$ cat config.mk
export PLATFORM = sky130hd
export DESIGN_NAME = fifo_stream_ctrl
export DESIGN_NICKNAME = d
export VERILOG_FILES = /design/src/rtl/fifo_ctrl_pkg.sv /design/src/rtl/fifo_xfer_cnt.sv /design/src/rtl/fifo_stream_ctrl.sv
export SDC_FILE = /design/constraint.sdc
export NUM_CORES = 1
export LEC_CHECK = 0
export CAP_MARGIN = 20
export CORE_UTILIZATION = 45
export DETAILED_ROUTE_END_ITERATION = 8
export MAX_ROUTING_LAYER = met4
export PLACE_DENSITY = 0.84
export SLEW_MARGIN = 20
export SYNTH_ARGS = -nofsm -noshare
export SYNTH_HDL_FRONTEND = slang
export SYNTH_HIERARCHICAL = 1
export SYNTH_SLANG_ARGS = --single-unit
$ cat constraint.sdc
create_clock -name clk -period 5.3 [get_ports clk]
set_input_delay 1.59 -clock clk [delete_from_list [all_inputs] [get_ports clk]]
set_output_delay 1.59 -clock clk [all_outputs]
set_load 0.02 [all_outputs]
$ cat src/rtl/fifo_ctrl_pkg.sv
// Shared types and constants for the FIFOv2 stream sequencer.
//   ctrl_state_t   : sequencer state encoding
//   CTRL_MAX_nDATA : largest transfer length per job
//   CTRL_WIDTH     : default data word width
package fifo_ctrl_pkg;

  localparam int unsigned CTRL_WIDTH     = 16;
  localparam int unsigned CTRL_MAX_nDATA = 1126;
  localparam int unsigned CTRL_CFG_W     = $clog2(CTRL_MAX_nDATA);

  typedef enum logic [2:0] {
    IDLE  = 3'd0,
    CLEAR = 3'd1,
    RUN   = 3'd2,
    FLUSH = 3'd3,
    DONE  = 3'd4
  } ctrl_state_t;

endpackage

$ cat src/rtl/fifo_xfer_cnt.sv
// Saturating transfer counter: counts accepted transfers up to a limit.
//   clk, rst  : clock, synchronous active-high reset
//   inc       : count one transfer (ignored once the limit is reached)
//   clr       : zero the count (wins over inc)
//   limit     : job length
//   cnt       : current count
//   at_limit  : cnt has reached limit
module fifo_xfer_cnt #(
  parameter int unsigned W = 11
) (
  input  logic         clk,
  input  logic         rst,
  input  logic         inc,
  input  logic         clr,
  input  logic [W-1:0] limit,
  output logic [W-1:0] cnt,
  output logic         at_limit
);

  assign at_limit = (cnt >= limit);

  always_ff @(posedge clk) begin
    if (rst || clr) begin
      cnt <= '0;
    end else if (inc && !at_limit) begin
      cnt <= cnt + W'(1);
    end
  end

endmodule

$ cat src/rtl/fifo_stream_ctrl.sv
// Per-job sequencer for one FIFOv2: clears the FIFO, programs the length and
// moves exactly n words producer -> FIFO -> consumer, then pulses done.
//   clk, rst                  : clock, synchronous active-high reset
//   start, abort, cfg_ndata   : job control from the layer scheduler
//   in_valid/in_ready/in_data : producer handshake
//   out_valid/out_ready/out_data : consumer handshake
//   fifo_*                    : FIFOv2 controls and status
//   busy, done                : job status
module fifo_stream_ctrl
  import fifo_ctrl_pkg::*;
#(
  parameter int unsigned WIDTH            = CTRL_WIDTH,
  parameter int unsigned MAX_nDATA        = CTRL_MAX_nDATA,
  parameter int unsigned WIDTH_CONFIGBITS = $clog2(MAX_nDATA)
) (
  input  logic                        clk,
  input  logic                        rst,
  input  logic                        start,
  input  logic                        abort,
  input  logic [WIDTH_CONFIGBITS-1:0] cfg_ndata,
  input  logic                        in_valid,
  output logic                        in_ready,
  input  logic [WIDTH-1:0]            in_data,
  output logic                        out_valid,
  input  logic                        out_ready,
  output logic [WIDTH-1:0]            out_data,
  output logic                        fifo_we,
  output logic                        fifo_re,
  output logic                        fifo_clear,
  output logic [WIDTH-1:0]            fifo_data_in,
  output logic [WIDTH_CONFIGBITS-1:0] fifo_config_bits,
  input  logic                        fifo_full,
  input  logic                        fifo_empty,
  input  logic [WIDTH-1:0]            fifo_data_out,
  output logic                        busy,
  output logic                        done
);

  localparam logic [WIDTH_CONFIGBITS-1:0] LEN_MAX = WIDTH_CONFIGBITS'(MAX_nDATA);

  ctrl_state_t                 state, state_nxt;
  logic [WIDTH_CONFIGBITS-1:0] n_len, wr_cnt, rd_cnt, cfg_len;
  logic                        wr_at_lim, rd_at_lim, abort_pending;
  logic                        start_acc, abort_hit, run_ok, cnt_clr, rd_last;
  logic                        unused_wr_cnt;

  // Write count has no consumer here; the at_limit flag gates the producer.
  assign unused_wr_cnt = ^wr_cnt;

  assign cfg_len      = (cfg_ndata > LEN_MAX) ? LEN_MAX : cfg_ndata;
  assign start_acc    = (state == IDLE) && start && !abort;
  assign abort_hit    = abort && (state != IDLE);
  assign run_ok       = (state == RUN) && !abort;
  assign cnt_clr      = start_acc || abort_hit;

  assign fifo_data_in     = in_data;
  assign out_data         = fifo_data_out;
  assign fifo_config_bits = n_len;

  fifo_xfer_cnt #(.W(WIDTH_CONFIGBITS)) u_wr_cnt (
    .clk      (clk),
    .rst      (rst),
    .inc      (fifo_we),
    .clr      (cnt_clr),
    .limit    (n_len),
    .cnt      (wr_cnt),
    .at_limit (wr_at_lim)
  );

  fifo_xfer_cnt #(.W(WIDTH_CONFIGBITS)) u_rd_cnt (
    .clk      (clk),
    .rst      (rst),
    .inc      (fifo_re),
    .clr      (cnt_clr),
    .limit    (n_len),
    .cnt      (rd_cnt),
    .at_limit (rd_at_lim)
  );

  // State register
  always_ff @(posedge clk) begin
    if (rst) begin
      state <= IDLE;
    end else begin
      state <= state_nxt;
    end
  end

  // Next state and handshake/FIFO controls
  always_comb begin
    state_nxt  = state;
    in_ready   = 1'b0;
    fifo_we    = 1'b0;
    fifo_re    = 1'b0;
    rd_last    = 1'b0;
    fifo_clear = (state == CLEAR);
    busy       = (state != IDLE);
    done       = (state == DONE);

    in_ready = run_ok && !fifo_full && !wr_at_lim;
    fifo_we  = in_valid && in_ready;
    // A read may only be issued when the output register is free or draining.
    fifo_re  = run_ok && !fifo_empty && !rd_at_lim && (!out_valid || out_ready);
    rd_last  = fifo_re && (rd_cnt == (n_len - WIDTH_CONFIGBITS'(1)));

    unique case (state)
      IDLE:    if (start_acc) state_nxt = (cfg_ndata == '0) ? DONE : CLEAR;
      CLEAR:   state_nxt = abort_pending ? IDLE : RUN;
      RUN:     if (rd_last) state_nxt = FLUSH;
      FLUSH:   if (out_valid && out_ready) state_nxt = DONE;
      DONE:    state_nxt = IDLE;
      default: state_nxt = IDLE;
    endcase

    if (abort_hit) state_nxt = CLEAR;
  end

  // Job length, abort tracking and output-valid register
  always_ff @(posedge clk) begin
    if (rst) begin
      n_len         <= '0;
      abort_pending <= 1'b0;
      out_valid     <= 1'b0;
    end else begin
      if (start_acc && (cfg_ndata != '0)) n_len <= cfg_len;

      if (abort_hit)           abort_pending <= 1'b1;
      else if (state == CLEAR) abort_pending <= 1'b0;

      if (abort_hit)      out_valid <= 1'b0;
      else if (fifo_re)   out_valid <= 1'b1;
      else if (out_ready) out_valid <= 1'b0;
    end
  end

endmodule

Word level (Yosys, flattened, before mapping):

Cells that the tools add are included.

* bits in registers: 38
* bits in latches: 0
* bits in writable memories: 0
* ROM bits: 0
* input port bits: 51
* output and inout port bits: 50
* memories: 0

* add/sub/neg operators: 3
* multiply operators: 0
* divide/modulo/power cells: 0
* order comparisons: 3
* equal/unequal tests: 11
* shifts and indexed selects: 0
* muxes and demuxes: 12
* bitwise logic cells: 0
* reduce and logical (&&, ||, !) cells: 33

Operators with widths (number)
* adder 11 x 1 -> 11 bit (second input constant): 2
* >= comparator 11 bit: 2
* logical AND 1 bit: 15
* 2-to-1 mux 3 bit: 4
* case mux 3 bit (4 select lines): 1
* == test 11 bit: 1
* greater-than comparator 11 bit (second input constant): 1
* zero test 11 bit: 1
* 2-to-1 mux 11 bit: 1
* nonzero test 11 bit: 1
* subtractor 11 x 1 -> 11 bit (second input constant): 1
* inequality test 3 bit (second input constant): 3
* == test 3 x 2 -> 1 bit (second input constant): 2
* zero test 1 bit: 6
* inequality test 2 bit (second input constant): 3
* AND reduction 3 bit: 2
* 2-to-1 mux 1 bit: 5
* nonzero test 2 bit: 2
* == test 3 x 1 -> 1 bit (second input constant): 1
* == test 3 bit (second input constant): 1
* zero test 3 bit: 1
* logical OR 1 bit: 3
* nonzero test 3 bit: 1
* 2-to-1 mux 2 bit: 1
* OR reduction 2 bit: 1

Longest topological paths before layout:

* depth after elaboration: 9
* mapped depth: 14
* mapped depth without buffers: 13

Cells and area by module:

Netlist, hierarchy kept.

Modules (own cells, without submodules)
* fifo_xfer_cnt: instances 2, cells an instance 99, area an instance 805.8 um^2, seq. area each 220.2 um^2
* fifo_stream_ctrl: instances 1, cells an instance 170, area an instance 1336.3 um^2, seq. area each 320.3 um^2

Worst setup path before layout:

No wires, ideal clock.

* path kind: input port to output port
* start point: in abort
* end point: out fifo_we
* arrival time: 2.995 ns
* data required time: 3.710 ns
* slack: 0.715 ns
* stages on the path: 3
* cells stage by stage: or4b_4 nor3_1 and2_1

* word-level cells in the longest chain between the ends: 5

RTL lines
* start: declaration: RTL line fifo_stream_ctrl.sv:19 `input logic abort,`
* zero test 1 bit: RTL line fifo_stream_ctrl.sv:53 `assign run_ok = (state == RUN) && !abort;`
* logical AND 1 bit: RTL line fifo_stream_ctrl.sv:53
* logical AND 1 bit (2 in a row): RTL line fifo_stream_ctrl.sv:100 `in_ready = run_ok && !fifo_full && !wr_at_lim;`
* via in_ready: RTL line fifo_stream_ctrl.sv:22 `output logic in_ready,`
* logical AND 1 bit: RTL line fifo_stream_ctrl.sv:101 `fifo_we = in_valid && in_ready;`
* end: declaration: RTL line fifo_stream_ctrl.sv:27 `output logic fifo_we,`

The timed path passes the listed nets, and every way through them passes these cells.

Worst setup path in the final report:

* start point: in abort
* end point: out fifo_we

* word-level cells in the longest chain between the ends: 5

RTL lines (RTL line)
* zero test 1 bit: fifo_stream_ctrl.sv:53
* logical AND 1 bit: fifo_stream_ctrl.sv:53
* logical AND 1 bit (2 in a row): fifo_stream_ctrl.sv:100
* logical AND 1 bit: fifo_stream_ctrl.sv:101

Every way passes these cells.

==> out/metrics.yaml <==
place:
  place_inst: 444
  place_congestion: 0.952
  io_buffers: 36
  dp_hpwl_microns: 4950
final_layout:
  final_layout_size_suffix_gt1_frac: 0.0720
  register_area_sq_um: 761
  final_common_cell: "dfxtp_1"
  syn_to_final_growth_pct: 11.0
  fin_nets: 450
  fin_cells: 452
  n_antenna_cell: 0
  fill_cells: 580
  multiInputGateArea_sq_mm: 0.00179
  mostFrequentLayoutCells: "38 x dfxtp_1, 36 x clkdlybuf4s50_1, 31 x nor2_1"
global_route:
  grt_pass1_wl_microns: 11200
  antenna_found_initial: 0
  gr-total-overflow: 0
  grt_util_all_layers: 0.202
  grt_max_degree: 23
  grt_pass1_vias: 2478
power:
  power_density_mw_per_mm2: 252
  ir_drop_mv: 0.146
  leakage_nw: 1.20
cts:
  h-tree-depth: 2
  cts_resized: 0
  path_clk_slew_ns: 0.08
  cts_hold_repair.buffers: 0
  clock_path_buffers: 2
  clk_latency_ns: 0.29
  cts_inserted_buffers: 5
  cts_tree: "built"
  cts_setup_buffers: 0
  cts_root_buffer: "clkbuf_8"
  clock-sinks: 38
floorplanning:
  die_w_microns: 82.9
  die_y_microns: 82.9
  start_util: 0.464
  rows: 29
  core_sq_mm: 0.00635
  die-area_sq_mm: 0.00688
  io-pin-count: 101
synthesis:
  synth_fp_nets: 444
  async_flop_share: 0
  synth_seq_area_share: 0.258
  syn_inst: 368
  synth_seq_cells: 38
  synth_area_sq_mm: 0.00295
  synthFlopType: "dfxtp_1"
  synth_edf_count: 0
  ys_types: 54
  ys_warn_count: 6
  syn_avg_cell_area_sq_um: 8.01
status:
  status: "finished, final reports clean"
timing:
  finalSetupTns_ns: 0
  whs_ns: 0.499
  rsz0062_at_grt: "no"
  setup_viol: 0
  clock_skew_ns: 0.00840
  clock.fmax_mhz: 192
  hold_viol_final: 0
  slew_headroom: 0.490
  post-route-min-period_ns: 5.21
  maxSlewViolCount: 0
  worst_pin_slew_ns: 0.763
  period_share: 0.982
worst_setup_path:
  cp.required_ns: 3.71
  worstRegToRegCells: 13
  crit_fanout: 5
  end_kind: "output port"
  crit_path_start_kind: "input port"
  worst_ep_arrival_time_ns: 3.62
  criticalPathCategory: "input port to output port"
route:
  vias: 2682
  drt_pass1_iterations: 4
  ant_nets: 0
  wl_microns: 6570
  vias_per_cell: 5.93
  drt-initial-drc-count: 167
  drcViolationCount: 0
  routedWlPerCell_microns: 14.5
job:
  maxCapViolCount: 0
worst_hold_path:
  hp-class: "register to register"
  holdPathStages: 2
[per-stage QoR]
step	power (mW)	utilization	cell area, sq um	setup WS, ns
final	0.825	0.515	3270	0.0933
after global routing	0.867	0.515	3270	0.000492
after detailed placement	0.523	0.493	3130	0.0877
after global placement	0.517	0.493	3130	0.125
after floorplan	0.502	-	2950	0.715
after CTS	0.830	0.515	3270	0.0813
[power by group]
part,internal (mW),switching [mW],total [mW]
clock,0.201,0.104,0.305
sequential,0.295,0.0174,0.312
combinational,0.0851,0.123,0.208
total,0.580,0.245,0.825
[cell families after synthesis]
| family | count (synthesis) | synth area share |
|---|---|---|
| xor gates and xnor gates | 16 | 0.0475 |
| adders and majority gates | 25 | 0.106 |
| AOI/OAI and AO/OA | 79 | 0.187 |
| and+or+nand+nor | 139 | 0.258 |
| muxes | 2 | 0.00679 |
| DFF | 38 | 0.258 |
| buffers and inverters | 69 | 0.136 |
[state kept, by name, summed over array words and instances (netlist names)]
name              flops
fifo_config_bits     11
u_rd_cnt/cnt         11
u_wr_cnt/cnt         11
state                 3
abort_pending         1
out_valid             1
[worst paths after layout]
kind	slack, ns	endpoint	from
worst max register to register	1.71	u_wr_cnt/cnt[10]	fifo_config_bits[4]
worst min-delay path	0.50	abort_pending	abort_pending
worst max-delay path	0.09	fifo_we	abort
worst min register to register	0.50	abort_pending	abort_pending
[worst max-delay path, stage by stage]
cell	delay, ns
clkdlybuf4s50_1	0.47
or4b_4	0.55
nor3_1	0.21
and2_1	0.19
clkdlybuf4s50_1	0.61
[synth_stat cells, types with 3 or more instances]
library cell,n,area (sq um)
a211oi_1,3,22.5
a21o_1,6,45.0
a21oi_1,22,110
a22oi_1,3,22.5
and3_1,4,25.0
buf_4,34,255
clkbuf_1,3,11.3
dfxtp_1,38,761
ha_1,25,313
inv_1,30,113
nand2_1,24,90.1
nand3_1,8,40.0
nand4_1,7,43.8
nor2_1,31,116
nor2b_1,4,25.0
nor3_1,12,60.1
nor3b_1,5,37.5
nor4_1,9,56.3
o2111ai_1,5,43.8
o211ai_1,6,45.0
o21a_1,3,22.5
o21ai_0,13,65.1
or2_2,4,25.0
or3_1,13,81.3
or4_1,4,30.0
xnor2_1,10,87.6
xor2_1,6,52.6
[routing by layer]
metal	up-vias	share of wire	global-route usage
li1	1305	-	-
met1	1264	0.46	0.256
met2	88	0.44	0.311
met3	25	0.064	0.0368
met4	0	0.028	0.0940
met5	-	0	-
[layout make-up]
type	instances	share of cell area
multi-input combinational	261	0.545
sequential	38	0.232
timing repair buffer	38	0.115
inverter	30	0.0344
tap	77	0.0294
clock buffer	6	0.0252
clock inverter	2	0.0183
(Power assumes the default switching activity.)
